--- src/rtl/morra_match_driver_if.sv ---
// Host/game-facing signal bundle for the morra match driver.
// The slave modport is the driver's view; the master modport is the host/game side.
interface morra_match_driver_if #(
   parameter int LFSR_W = 8
);
   logic              START;
   logic [3:0]        LEN;
   logic [LFSR_W-1:0] SEED;
   logic [1:0]        MANCHE;
   logic [1:0]        PARTITA;
   logic [1:0]        PRIMO;
   logic [1:0]        SECONDO;
   logic              INIZIO;
   logic              BUSY;
   logic              DONE;
   logic [1:0]        RESULT;
   logic              ABORT;
   logic [3:0]        WINS1;
   logic [3:0]        WINS2;
   logic [3:0]        DRAWS;
   logic [1:0]        fsm_state;

   // START is a single-cycle request with no ready: it is taken only when the
   // driver is idle (fsm_state == 0) and silently dropped otherwise.
   modport slave (
      input  START, LEN, SEED, MANCHE, PARTITA,
      output PRIMO, SECONDO, INIZIO, BUSY, DONE, RESULT, ABORT,
             WINS1, WINS2, DRAWS, fsm_state
   );

   modport master (
      output START, LEN, SEED, MANCHE, PARTITA,
      input  PRIMO, SECONDO, INIZIO, BUSY, DONE, RESULT, ABORT,
             WINS1, WINS2, DRAWS, fsm_state
   );
endinterface

--- src/rtl/morra_match_driver.sv ---
// Opponent-side driver for the morra cinese game: starts a match, feeds one
// LFSR-generated move pair per cycle, tallies MANCHE and reports the PARTITA outcome.
module morra_match_driver #(
   parameter int LFSR_W  = 8,
   parameter int TIMEOUT = 63
) (
   input  logic clk,
   input  logic rst_n,
   morra_match_driver_if.slave bus
);
   typedef enum logic [1:0] {
      S_IDLE = 2'd0,
      S_INIT = 2'd1,
      S_PLAY = 2'd2
   } state_t;

   // Galois right-shift mask; x^8+x^6+x^5+x^4+1 for the 8-bit case.
   localparam logic [LFSR_W-1:0] TAPS = (LFSR_W == 8) ? LFSR_W'(8'hB8)
                                      : LFSR_W'((1 << (LFSR_W-1)) | (1 << (LFSR_W-2)));
   localparam logic [5:0] LAST_CYCLE = 6'(TIMEOUT - 1);

   state_t            state_q, state_d;
   logic [LFSR_W-1:0] lfsr1_q, lfsr1_d, lfsr2_q, lfsr2_d, seed_eff;
   logic [1:0]        win_q, win_d, move_q, move_d;
   logic [5:0]        cnt_q, cnt_d;
   logic [1:0]        primo_q, primo_d, secondo_q, secondo_d, result_q, result_d;
   logic              inizio_q, inizio_d, busy_q, busy_d, done_q, done_d, abort_q, abort_d;
   logic [3:0]        wins1_q, wins1_d, wins2_q, wins2_d, draws_q, draws_d;

   function automatic logic [LFSR_W-1:0] lfsr_step(input logic [LFSR_W-1:0] l);
      return l[0] ? ((l >> 1) ^ TAPS) : (l >> 1);
   endfunction

   function automatic logic [LFSR_W-1:0] bit_rev(input logic [LFSR_W-1:0] l);
      logic [LFSR_W-1:0] r;
      for (int i = 0; i < LFSR_W; i++) r[i] = l[LFSR_W-1-i];
      return r;
   endfunction

   // A player who just won may not repeat the winning move: rotate it instead.
   function automatic logic [1:0] pick_move(input logic [1:0] raw, input logic [1:0] self_code,
                                            input logic [1:0] win, input logic [1:0] move);
      logic [1:0] m;
      m = (raw == 2'b00) ? 2'b01 : raw;
      if (win == self_code && m == move) m = (m == 2'b11) ? 2'b01 : m + 2'b01;
      return m;
   endfunction

   always_ff @(posedge clk or negedge rst_n) begin
      if (!rst_n) state_q <= S_IDLE;
      else        state_q <= state_d;
   end

   always_comb begin
      state_d   = state_q;
      lfsr1_d   = lfsr1_q;
      lfsr2_d   = lfsr2_q;
      win_d     = win_q;
      move_d    = move_q;
      cnt_d     = cnt_q;
      primo_d   = primo_q;
      secondo_d = secondo_q;
      result_d  = result_q;
      inizio_d  = 1'b0;
      busy_d    = busy_q;
      done_d    = 1'b0;
      abort_d   = abort_q;
      wins1_d   = wins1_q;
      wins2_d   = wins2_q;
      draws_d   = draws_q;
      seed_eff  = (bus.SEED == '0) ? LFSR_W'(1) : bus.SEED;
      case (state_q)
         S_IDLE: begin
            if (bus.START) begin
               state_d   = S_INIT;
               lfsr1_d   = seed_eff;
               lfsr2_d   = bit_rev(seed_eff);
               // Winner memory is per match, so a new match starts unconstrained.
               win_d     = 2'b00;
               move_d    = 2'b00;
               cnt_d     = '0;
               result_d  = 2'b00;
               abort_d   = 1'b0;
               wins1_d   = '0;
               wins2_d   = '0;
               draws_d   = '0;
               busy_d    = 1'b1;
               inizio_d  = 1'b1;
               primo_d   = bus.LEN[3:2];
               secondo_d = bus.LEN[1:0];
            end
         end
         S_INIT: begin
            state_d   = S_PLAY;
            primo_d   = pick_move(lfsr1_q[1:0], 2'b01, win_q, move_q);
            secondo_d = pick_move(lfsr2_q[1:0], 2'b10, win_q, move_q);
            lfsr1_d   = lfsr_step(lfsr1_q);
            lfsr2_d   = lfsr_step(lfsr2_q);
         end
         S_PLAY: begin
            // The round closing at this edge already constrains the next move pair.
            case (bus.MANCHE)
               2'b01: begin
                  win_d  = 2'b01;
                  move_d = primo_q;
                  if (wins1_q != 4'hF) wins1_d = wins1_q + 4'd1;
               end
               2'b10: begin
                  win_d  = 2'b10;
                  move_d = secondo_q;
                  if (wins2_q != 4'hF) wins2_d = wins2_q + 4'd1;
               end
               2'b11: begin
                  win_d = 2'b11;
                  if (draws_q != 4'hF) draws_d = draws_q + 4'd1;
               end
               default: ;
            endcase
            if (bus.PARTITA != 2'b00 || cnt_q == LAST_CYCLE) begin
               state_d   = S_IDLE;
               result_d  = bus.PARTITA;
               abort_d   = (bus.PARTITA == 2'b00);
               done_d    = 1'b1;
               busy_d    = 1'b0;
               primo_d   = 2'b00;
               secondo_d = 2'b00;
            end else begin
               cnt_d     = cnt_q + 6'd1;
               primo_d   = pick_move(lfsr1_q[1:0], 2'b01, win_d, move_d);
               secondo_d = pick_move(lfsr2_q[1:0], 2'b10, win_d, move_d);
               lfsr1_d   = lfsr_step(lfsr1_q);
               lfsr2_d   = lfsr_step(lfsr2_q);
            end
         end
         default: state_d = S_IDLE;
      endcase
   end

   always_ff @(posedge clk or negedge rst_n) begin
      if (!rst_n) begin
         lfsr1_q   <= LFSR_W'(1);
         lfsr2_q   <= LFSR_W'(1);
         win_q     <= 2'b00;
         move_q    <= 2'b00;
         cnt_q     <= '0;
         primo_q   <= 2'b00;
         secondo_q <= 2'b00;
         result_q  <= 2'b00;
         inizio_q  <= 1'b0;
         busy_q    <= 1'b0;
         done_q    <= 1'b0;
         abort_q   <= 1'b0;
         wins1_q   <= '0;
         wins2_q   <= '0;
         draws_q   <= '0;
      end else begin
         lfsr1_q   <= lfsr1_d;
         lfsr2_q   <= lfsr2_d;
         win_q     <= win_d;
         move_q    <= move_d;
         cnt_q     <= cnt_d;
         primo_q   <= primo_d;
         secondo_q <= secondo_d;
         result_q  <= result_d;
         inizio_q  <= inizio_d;
         busy_q    <= busy_d;
         done_q    <= done_d;
         abort_q   <= abort_d;
         wins1_q   <= wins1_d;
         wins2_q   <= wins2_d;
         draws_q   <= draws_d;
      end
   end

   assign bus.PRIMO     = primo_q;
   assign bus.SECONDO   = secondo_q;
   assign bus.INIZIO    = inizio_q;
   assign bus.BUSY      = busy_q;
   assign bus.DONE      = done_q;
   assign bus.RESULT    = result_q;
   assign bus.ABORT     = abort_q;
   assign bus.WINS1     = wins1_q;
   assign bus.WINS2     = wins2_q;
   assign bus.DRAWS     = draws_q;
   assign bus.fsm_state = state_q;
endmodule

--- src/flat_wrapper.sv ---
// flat-port wrapper written by rule: the top's interface ports become plain ports
module morra_match_driver_flat 
#(
   parameter int LFSR_W  = 8,
   parameter int TIMEOUT = 63
)
  (clk, rst_n, bus_START, bus_LEN, bus_SEED, bus_MANCHE, bus_PARTITA, bus_PRIMO, bus_SECONDO, bus_INIZIO, bus_BUSY, bus_DONE, bus_RESULT, bus_ABORT, bus_WINS1, bus_WINS2, bus_DRAWS, bus_fsm_state);
  morra_match_driver_if #(.LFSR_W(LFSR_W)) bus_i ();
  input  logic clk;
  input  logic rst_n;
  input wire logic [$bits(bus_i.START)-1:0] bus_START;
  input wire logic [$bits(bus_i.LEN)-1:0] bus_LEN;
  input wire logic [$bits(bus_i.SEED)-1:0] bus_SEED;
  input wire logic [$bits(bus_i.MANCHE)-1:0] bus_MANCHE;
  input wire logic [$bits(bus_i.PARTITA)-1:0] bus_PARTITA;
  output wire logic [$bits(bus_i.PRIMO)-1:0] bus_PRIMO;
  output wire logic [$bits(bus_i.SECONDO)-1:0] bus_SECONDO;
  output wire logic [$bits(bus_i.INIZIO)-1:0] bus_INIZIO;
  output wire logic [$bits(bus_i.BUSY)-1:0] bus_BUSY;
  output wire logic [$bits(bus_i.DONE)-1:0] bus_DONE;
  output wire logic [$bits(bus_i.RESULT)-1:0] bus_RESULT;
  output wire logic [$bits(bus_i.ABORT)-1:0] bus_ABORT;
  output wire logic [$bits(bus_i.WINS1)-1:0] bus_WINS1;
  output wire logic [$bits(bus_i.WINS2)-1:0] bus_WINS2;
  output wire logic [$bits(bus_i.DRAWS)-1:0] bus_DRAWS;
  output wire logic [$bits(bus_i.fsm_state)-1:0] bus_fsm_state;
  assign bus_i.START = bus_START;
  assign bus_i.LEN = bus_LEN;
  assign bus_i.SEED = bus_SEED;
  assign bus_i.MANCHE = bus_MANCHE;
  assign bus_i.PARTITA = bus_PARTITA;
  assign bus_PRIMO = bus_i.PRIMO;
  assign bus_SECONDO = bus_i.SECONDO;
  assign bus_INIZIO = bus_i.INIZIO;
  assign bus_BUSY = bus_i.BUSY;
  assign bus_DONE = bus_i.DONE;
  assign bus_RESULT = bus_i.RESULT;
  assign bus_ABORT = bus_i.ABORT;
  assign bus_WINS1 = bus_i.WINS1;
  assign bus_WINS2 = bus_i.WINS2;
  assign bus_DRAWS = bus_i.DRAWS;
  assign bus_fsm_state = bus_i.fsm_state;
  morra_match_driver #(.LFSR_W(LFSR_W), .TIMEOUT(TIMEOUT)) u_core (.clk(clk), .rst_n(rst_n), .bus(bus_i));
endmodule
--- config.mk ---
export PLATFORM = sky130hd
export DESIGN_NAME = morra_match_driver_flat
export DESIGN_NICKNAME = d
export VERILOG_FILES = /design/src/rtl/morra_match_driver_if.sv /design/src/rtl/morra_match_driver.sv /design/src/flat_wrapper.sv
export SDC_FILE = /design/constraint.sdc
export NUM_CORES = 1
export LEC_CHECK = 0
export BUFFER_PORTS_ARGS = -buffer_cell sky130_fd_sc_hd__buf_2
export CAP_MARGIN = 20
export CELL_PAD_IN_SITES_DETAIL_PLACEMENT = 1
export CELL_PAD_IN_SITES_GLOBAL_PLACEMENT = 1
export CORE_AREA = 2 2 72 102
export CTS_BUF_LIST = sky130_fd_sc_hd__clkbuf_4 sky130_fd_sc_hd__clkbuf_8
export CTS_CLUSTER_DIAMETER = 30
export CTS_CLUSTER_SIZE = 12
export DETAILED_ROUTE_END_ITERATION = 10
export DIE_AREA = 0 0 74 104
export PLACE_DENSITY = 0.85
export SLEW_MARGIN = 20
export SYNTH_ARGS = -nofsm -noshare
export SYNTH_HDL_FRONTEND = slang
export SYNTH_SLANG_ARGS = --single-unit
--- constraint.sdc ---
create_clock -name clk -period 2.43 [get_ports clk]
set_clock_uncertainty 0.2 [all_clocks]
set_input_delay 0.6075 -clock clk [delete_from_list [all_inputs] [get_ports clk]]
set_output_delay 0.6075 -clock clk [all_outputs]
set_load 0.03 [all_outputs]
==> run_results.csv, run 1 <==
group,metric,value,unit
run_status,status,"finished, final reports clean",
route,ant_nets,0,
placement,place.detailed.hpwl,6365,um
sta,worst_pin_slew,472.5,ps
floorplanning,dieArea,7696,um2
grt,grt_pass1_vias,2940,
yosys,syn_nets,378,
yosys,netlist_top_cells_count,"53 x nand2_1, 48 x dfrtp_1, 38 x o21ai_0, 35 x a21oi_1, 17 x nor2_1",
placement,gp_congestion,0.8514,
clock_network,root_buffer,"clkbuf_8",
grt,grt_pass1_wl,13740,um
grt,grt.overflow.total,0,
critical_path,crit_fanout,10,
cells_and_area,nets,427,
yosys,synth_area_leaders,"dfrtp_1 40%, nand2_1 6.7%, o21ai_0 6.4%, a21oi_1 5.9%, ha_1 5.5%",
route,via_count,2769,
yosys,synth-warning-count,0,
critical_path,cp_slowest_cell,"or4_1",
placement,dp_slack,-21.78,ps
critical_path,worst_setup_path_end_kind,"flop",
critical_path,reg2reg_from,"u_core.bus.fsm_state[1]",
yosys,ys_seq_elements,50,
cells_and_area,diodes,0,
yosys,synth_edf_count,0,
yosys,yosysMostFrequentCell,"nand2_1",
sta,finalCritPeriodShare,0.9145,
clock_network,cts_max_path_buffers,2,
pwr,max-vdd-ir-drop,0.6638,mV
sta,finalSetupTns,0,ps
critical_path,start_kind,"flop",
floorplanning,row_count,36,
cells_and_area,instances_no_fill,491,
run,max_cap_viol_count,0,
cells_and_area,seq_area,1254,um2
sta,setup_violations,0,
clock_network,clkSinkCount,50,
cells_and_area,multi_input_area,1609,um2
worst_hold_path,min_path_type,"in2async",
yosys,yosys.area.top_type,"dfrtp_1",
route,drc,0,
floorplanning,coreArea,6802,um2
cells_and_area,nFillCells,845,
sta,setup_slack,207.6,ps
grt,grtUsageTotal,0.2253,
clock_network,cts-htree-levels,2,
sta,finalCriticalPeriod,2222,ps
placement,placed_cells,483,
yosys,ys_dominant_reg_cell,"dfrtp_1",
placement,port_buffers,42,
critical_path,crit_path_start,"u_core.bus.fsm_state[1]",
route,drt_iter0_drc,58,
yosys,synth-async-reset-ratio,1.000,
yosys,avgSynthCellArea,8.617,um2
pwr,leakagePower,0.001622,uW
route,wl_per_cell,16.57,um
clock_network,cts-buffers-inserted,5,
yosys,netlist_instances,346,
pwr,power,4215,uW
clock_network,clk_latency,320,ps
clock_network,ctsHoldBuffers,0,
sta,drv_slew,0,
route,vias_per_cell,5.640,
critical_path,critical_path.top_delay_family,"simple AND/OR/NAND/NOR gates",
critical_path,crit_buf_inv,1,
route,firstDrtPassIters,4,
critical_path,critical_path_arrival,2270,ps
sta,hold_violations,0,
floorplanning,start_util,0.4384,
cells_and_area,post-route-util,0.5127,
grt,grt_max_degree,24,
route,drt-total-wl,8138,um
pwr,power_density,1209,nW/um2
yosys,synth.distinct_cells,47,
clock_network,clkSlewWorstSetupHoldPaths,100,ps
cells_and_area,drive_above_1_share,0.1970,
clock_network,cts_tree,"built",
critical_path,crit_chain,"inv_1 -> ha_1 -> nand2b_1 -> o21ai_4 -> a21o_4 -> or4_1 -> a21oi_1",
floorplanning,die_y,104,um
floorplanning,boundaryPins,43,
critical_path,critPathKind,"reg2reg",
sta,rsz0062_at_grt,"no",
cells_and_area,area_delta_synth_final,16.95,%
floorplanning,die_w,74,um
critical_path,cpPeakStageDelay,470,ps
sta,fmax,0.4500,GHz
yosys,ys_seq_area_frac,0.4205,
yosys,syn-cell-area,2982,um2
critical_path,cp.required,2470,ps
yosys,synth_top_area_share,0.4029,
grt,antenna_found_initial,0,
sta,relSlewSlack,0.6826,
[where the power goes]
| part | leakage [uW] | internal, uW | switching (uW) |
|---|---|---|---|
| clock | 0.0000504 | 307 | 300 |
| sequential | 0.000648 | 1130 | 321 |
| combinational | 0.000924 | 790 | 1360 |
[layout make-up]
class	count	area share
clock inverters	3	0.01292
well taps	95	0.03409
flip-flops and latches	50	0.3595
multi-input cells	267	0.4614
inverters	13	0.01399
clock buffers	5	0.01973
repair buffers	58	0.09831
[worst register-to-register path, cell delays in order, from the launching register on]
cell and delay (ps):
dfrtp_1 400, inv_1 90, ha_1 260, nand2b_1 260, o21ai_4 100, a21o_4 230, or4_1 470, a21oi_1 150
[layer usage]
metal	track usage	routed length [um]	up-vias
met4	0.06623	126	0
met1	0.2561	3280	1366
met2	0.4082	4408	65
met3	0.04748	322	15
li1	-	-	1323
met5	0	0	-
[final timing paths]
path / to / slack (ps) / depth (start not counted)
max: u_core.cnt_q[5] / 210 / 7
min: u_core.bus.DONE / 20 / 1
max reg2reg: u_core.cnt_q[5] / 210 / 7
min reg2reg: u_core.lfsr2_q[3] / 290 / 2
max in group asynchronous: u_core.lfsr2_q[0] / 1390 / 2
min in group clk: u_core.lfsr2_q[3] / 290 / 2
[placed cells by master (no fill, tap or decap), types with 3 or more instances in the layout]
cell type / count
o21ai_0: 38
nand2_1: 53
a22o_1: 8
nor2_1: 17
or3_1: 6
buf_2: 42
dfrtp_1: 48
nand4_1: 3
nor3_1: 13
o31ai_1: 6
ha_1: 13
mux2i_1: 6
clkbuf_8: 5
nand2b_1: 4
and2_1: 5
buf_4: 15
a21oi_1: 35
inv_1: 13
xnor2_1: 4
nor2b_1: 9
nand3_1: 12
[sequential cells by signal, indices dropped and copies added, names as in the netlist]
signal	count
u_core.bus.INIZIO	1
u_core.lfsr2_q	8
u_core.bus.PRIMO	2
u_core.bus.DONE	1
u_core.bus.DRAWS	4
u_core.bus.BUSY	1
u_core.bus.WINS1	4
u_core.bus.SECONDO	2
u_core.bus.ABORT	1
u_core.bus.RESULT	2
u_core.move_q	2
u_core.lfsr1_q	8
u_core.win_q	2
u_core.bus.fsm_state	2
u_core.bus.WINS2	4
u_core.cnt_q	6
[cells by family (layout without fill, tap and decap cells)]
kind of cell / Yosys count / in the layout / synth area share
AND/OR/NAND/NOR: 131 / 131 / 0.2128
multiplexers: 7 / 7 / 0.02392
AO/OA/AOI/OAI: 110 / 110 / 0.2304
flip-flops: 50 / 50 / 0.4205
XOR/XNOR: 6 / 6 / 0.01762
buffers and inverters: 29 / 79 / 0.04028
adder cells (fa/ha/maj): 13 / 13 / 0.05455
[stage by stage]
step           hold slack (ps)  instance area [um2]
5_1_grt                  48.50                 3487
3_5_place_dp             272.6                 3372
3_3_place_gp             264.0                 3372
2_1_floorplan            111.9                 2982
4_1_cts                  40.20                 3486
6_report                 23.67                 3487
[what timing repair did]
item                                    CTS  global route
endpoints found under the setup margin    0             8
gates resized for setup                   0             1
buffers inserted                          0             0
No activity file was read; power rests on OpenSTA's default activity.
==> run 2, diff against run 1 <==
--- a/config.mk
+++ b/config.mk
@@ -9,13 +9,13 @@
 export CAP_MARGIN = 20
 export CELL_PAD_IN_SITES_DETAIL_PLACEMENT = 1
 export CELL_PAD_IN_SITES_GLOBAL_PLACEMENT = 1
-export CORE_AREA = 2 2 72 102
+export CORE_AREA = 2 2 70 99
 export CTS_BUF_LIST = sky130_fd_sc_hd__clkbuf_4 sky130_fd_sc_hd__clkbuf_8
 export CTS_CLUSTER_DIAMETER = 30
 export CTS_CLUSTER_SIZE = 12
 export DETAILED_ROUTE_END_ITERATION = 10
-export DIE_AREA = 0 0 74 104
-export PLACE_DENSITY = 0.85
+export DIE_AREA = 0 0 72 101
+export PLACE_DENSITY = 0.89
 export SLEW_MARGIN = 20
 export SYNTH_ARGS = -nofsm -noshare
 export SYNTH_HDL_FRONTEND = slang
==> constraint.sdc (replaced) <==
create_clock -name clk -period 2.78 [get_ports clk]
set_clock_uncertainty 0.2 [all_clocks]
set_input_delay 0.695 -clock clk [delete_from_list [all_inputs] [get_ports clk]]
set_output_delay 0.695 -clock clk [all_outputs]
set_load 0.03 [all_outputs]
==> run_results.csv, run 2 (same netlist as run 1, synthesis figures left out) <==
group,metric,value,unit
route,top_layer_used,"met4",
sta,fmax,0.4301,GHz
floorplanning,row_count,35,
critical_path,critPathKind,"reg2reg",
floorplanning,boundaryPins,43,
sta,setup_violations,0,
cells_and_area,most-common-layout-cells,"53 x nand2_1, 48 x dfrtp_1, 42 x buf_2, 38 x o21ai_0, 35 x a21oi_1",
floorplanning,die_w,72,um
floorplanning,coreArea,6437,um2
placement,port_buffers,42,
clock_network,cts_tree,"built",
placement,gp_congestion,0.9061,
critical_path,cp.required,2830,ps
placement,placed_cells,455,
sta,rsz0062_at_grt,"no",
floorplanning,start_util,0.4632,
clock_network,cts_max_path_buffers,2,
critical_path,crit_buf_inv,1,
route,via_count,2800,
clock_network,cts-buffers-inserted,5,
grt,grt_pass1_vias,2977,
sta,finalSetupTns,0,ps
cells_and_area,drive_above_1_share,0.1799,
clock_network,clk_latency,310,ps
route,vias_per_cell,6.048,
sta,relSlewSlack,0.5828,
critical_path,cp_slowest_cell,"or4_1",
route,firstDrtPassIters,4,
clock_network,cts-htree-levels,2,
floorplanning,dieArea,7272,um2
route,wl_per_cell,17.81,um
clock_network,cts.repair.resized,0,
grt,antenna_found_initial,0,
grt,grt_pass1_wl,14030,um
clock_network,post_cts_buffers,0,
route,ant_nets,0,
sta,finalCritPeriodShare,0.8364,
placement,dp_slack,272.6,ps
clock_network,clkSlewWorstSetupHoldPaths,100,ps
cells_and_area,reg_top3,"u_core.lfsr1_q x8, u_core.lfsr2_q x8, u_core.cnt_q x6",
sta,hold_violations,0,
run,max_cap_viol_count,0,
critical_path,critical_path.top_delay_family,"simple AND/OR/NAND/NOR gates",
sta,drv_slew,0,
clock_network,root_buffer,"clkbuf_8",
run_status,status,"finished, final reports clean",
critical_path,start_kind,"flop",
critical_path,critical_path_arrival,2370,ps
route,wl_met3,309,um
critical_path,cpPeakStageDelay,470,ps
route,wl_met2,4551,um
critical_path,worst_setup_path_end_kind,"flop",
grt,grt_max_degree,27,
placement,place.detailed.hpwl,6260,um
route,drt_iter0_drc,202,
route,wl_met1,3253,um
floorplanning,die_y,101,um
sta,finalCriticalPeriod,2325,ps
pwr,max-vdd-ir-drop,0.5189,mV
worst_hold_path,min_path_type,"in2async",
grt,grt.overflow.total,0,
clock_network,clkSinkCount,50,
cells_and_area,area_delta_synth_final,14.65,%
critical_path,crit_fanout,10,
pwr,power_density,1100,nW/um2
cells_and_area,diodes,0,
sta,setup_slack,454.7,ps
clock_network,ctsHoldBuffers,0,
route,drt-total-wl,8247,um
route,drc,0,
cells_and_area,post-route-util,0.5310,
cells_and_area,instances_no_fill,463,
cells_and_area,layout_commonest_cell,"nand2_1",
pwr,power,3759,uW
sta,worst_pin_slew,625.8,ps
grt,grtUsageTotal,0.2461,
critical_path,crit_chain,"inv_1 -> ha_1 -> nand2b_1 -> o21ai_4 -> a21o_4 -> or4_1 -> a21oi_1",
pwr,leakagePower,0.001603,uW
cells_and_area,nets,420,
[run 2: cell types whose count changed in the layout (fill, tap and decap cells not counted)]
cell | previous run | this run
a21o_1 | 2 | 3
a21o_2 | 1 | 0
clkinvlp_4 | 2 | 0
bufinv_16 | 1 | 2
clkinv_4 | 0 | 1
buf_12 | 1 | 0
buf_4 | 15 | 9
[run 2: through the flow]
step                      instance area [um2]  hold slack (ps)
after floorplan                          2982            199.4
after global routing                     3418            224.3
after CTS                                3418            207.5
after detailed placement                 3281            275.4
after global placement                   3281            268.1
final                                    3418            183.5
[run 2: area by class of cell]
| cell class | instances | area, um2 |
|---|---|---|
| Clock buffer | 5 | 68.82 |
| Clock inverter | 3 | 68.82 |
| Fill cell | 799 | 3019 |
| Inverter | 13 | 48.80 |
| Multi-Input combinational cell | 267 | 1608 |
| Sequential cell | 50 | 1254 |
| Tap cell | 74 | 92.59 |
| Timing Repair Buffer | 51 | 277.8 |
[run 2: where the power goes]
part	total, uW	internal [uW]	switching [uW]
Sequential	1280	991	293
Combinational	1860	661	1190
Clock	619	361	258
[run 2: final timing paths]
| check | startpoint | end | slack [ps] | cells after the start |
|---|---|---|---|---|
| setup / recovery | u_core.bus.fsm_state[0] | u_core.cnt_q[5] | 450 | 7 |
| hold / removal | rst_n | u_core.bus.DRAWS[2] | 180 | 1 |
| setup reg to reg | u_core.bus.fsm_state[0] | u_core.cnt_q[5] | 450 | 7 |
| hold reg to reg | u_core.lfsr2_q[3] | u_core.lfsr2_q[3] | 290 | 2 |
| max in group asynchronous | rst_n | u_core.lfsr1_q[0] | 1480 | 2 |
| min in group clk | u_core.lfsr2_q[3] | u_core.lfsr2_q[3] | 290 | 2 |
[run 2: per-layer routing]
metal  vias to the layer above  GRT usage
li1                       1321          -
met1                      1392     0.2770
met2                        73     0.4573
met3                        14    0.03700
met4                         0    0.09724
met5                         -          0
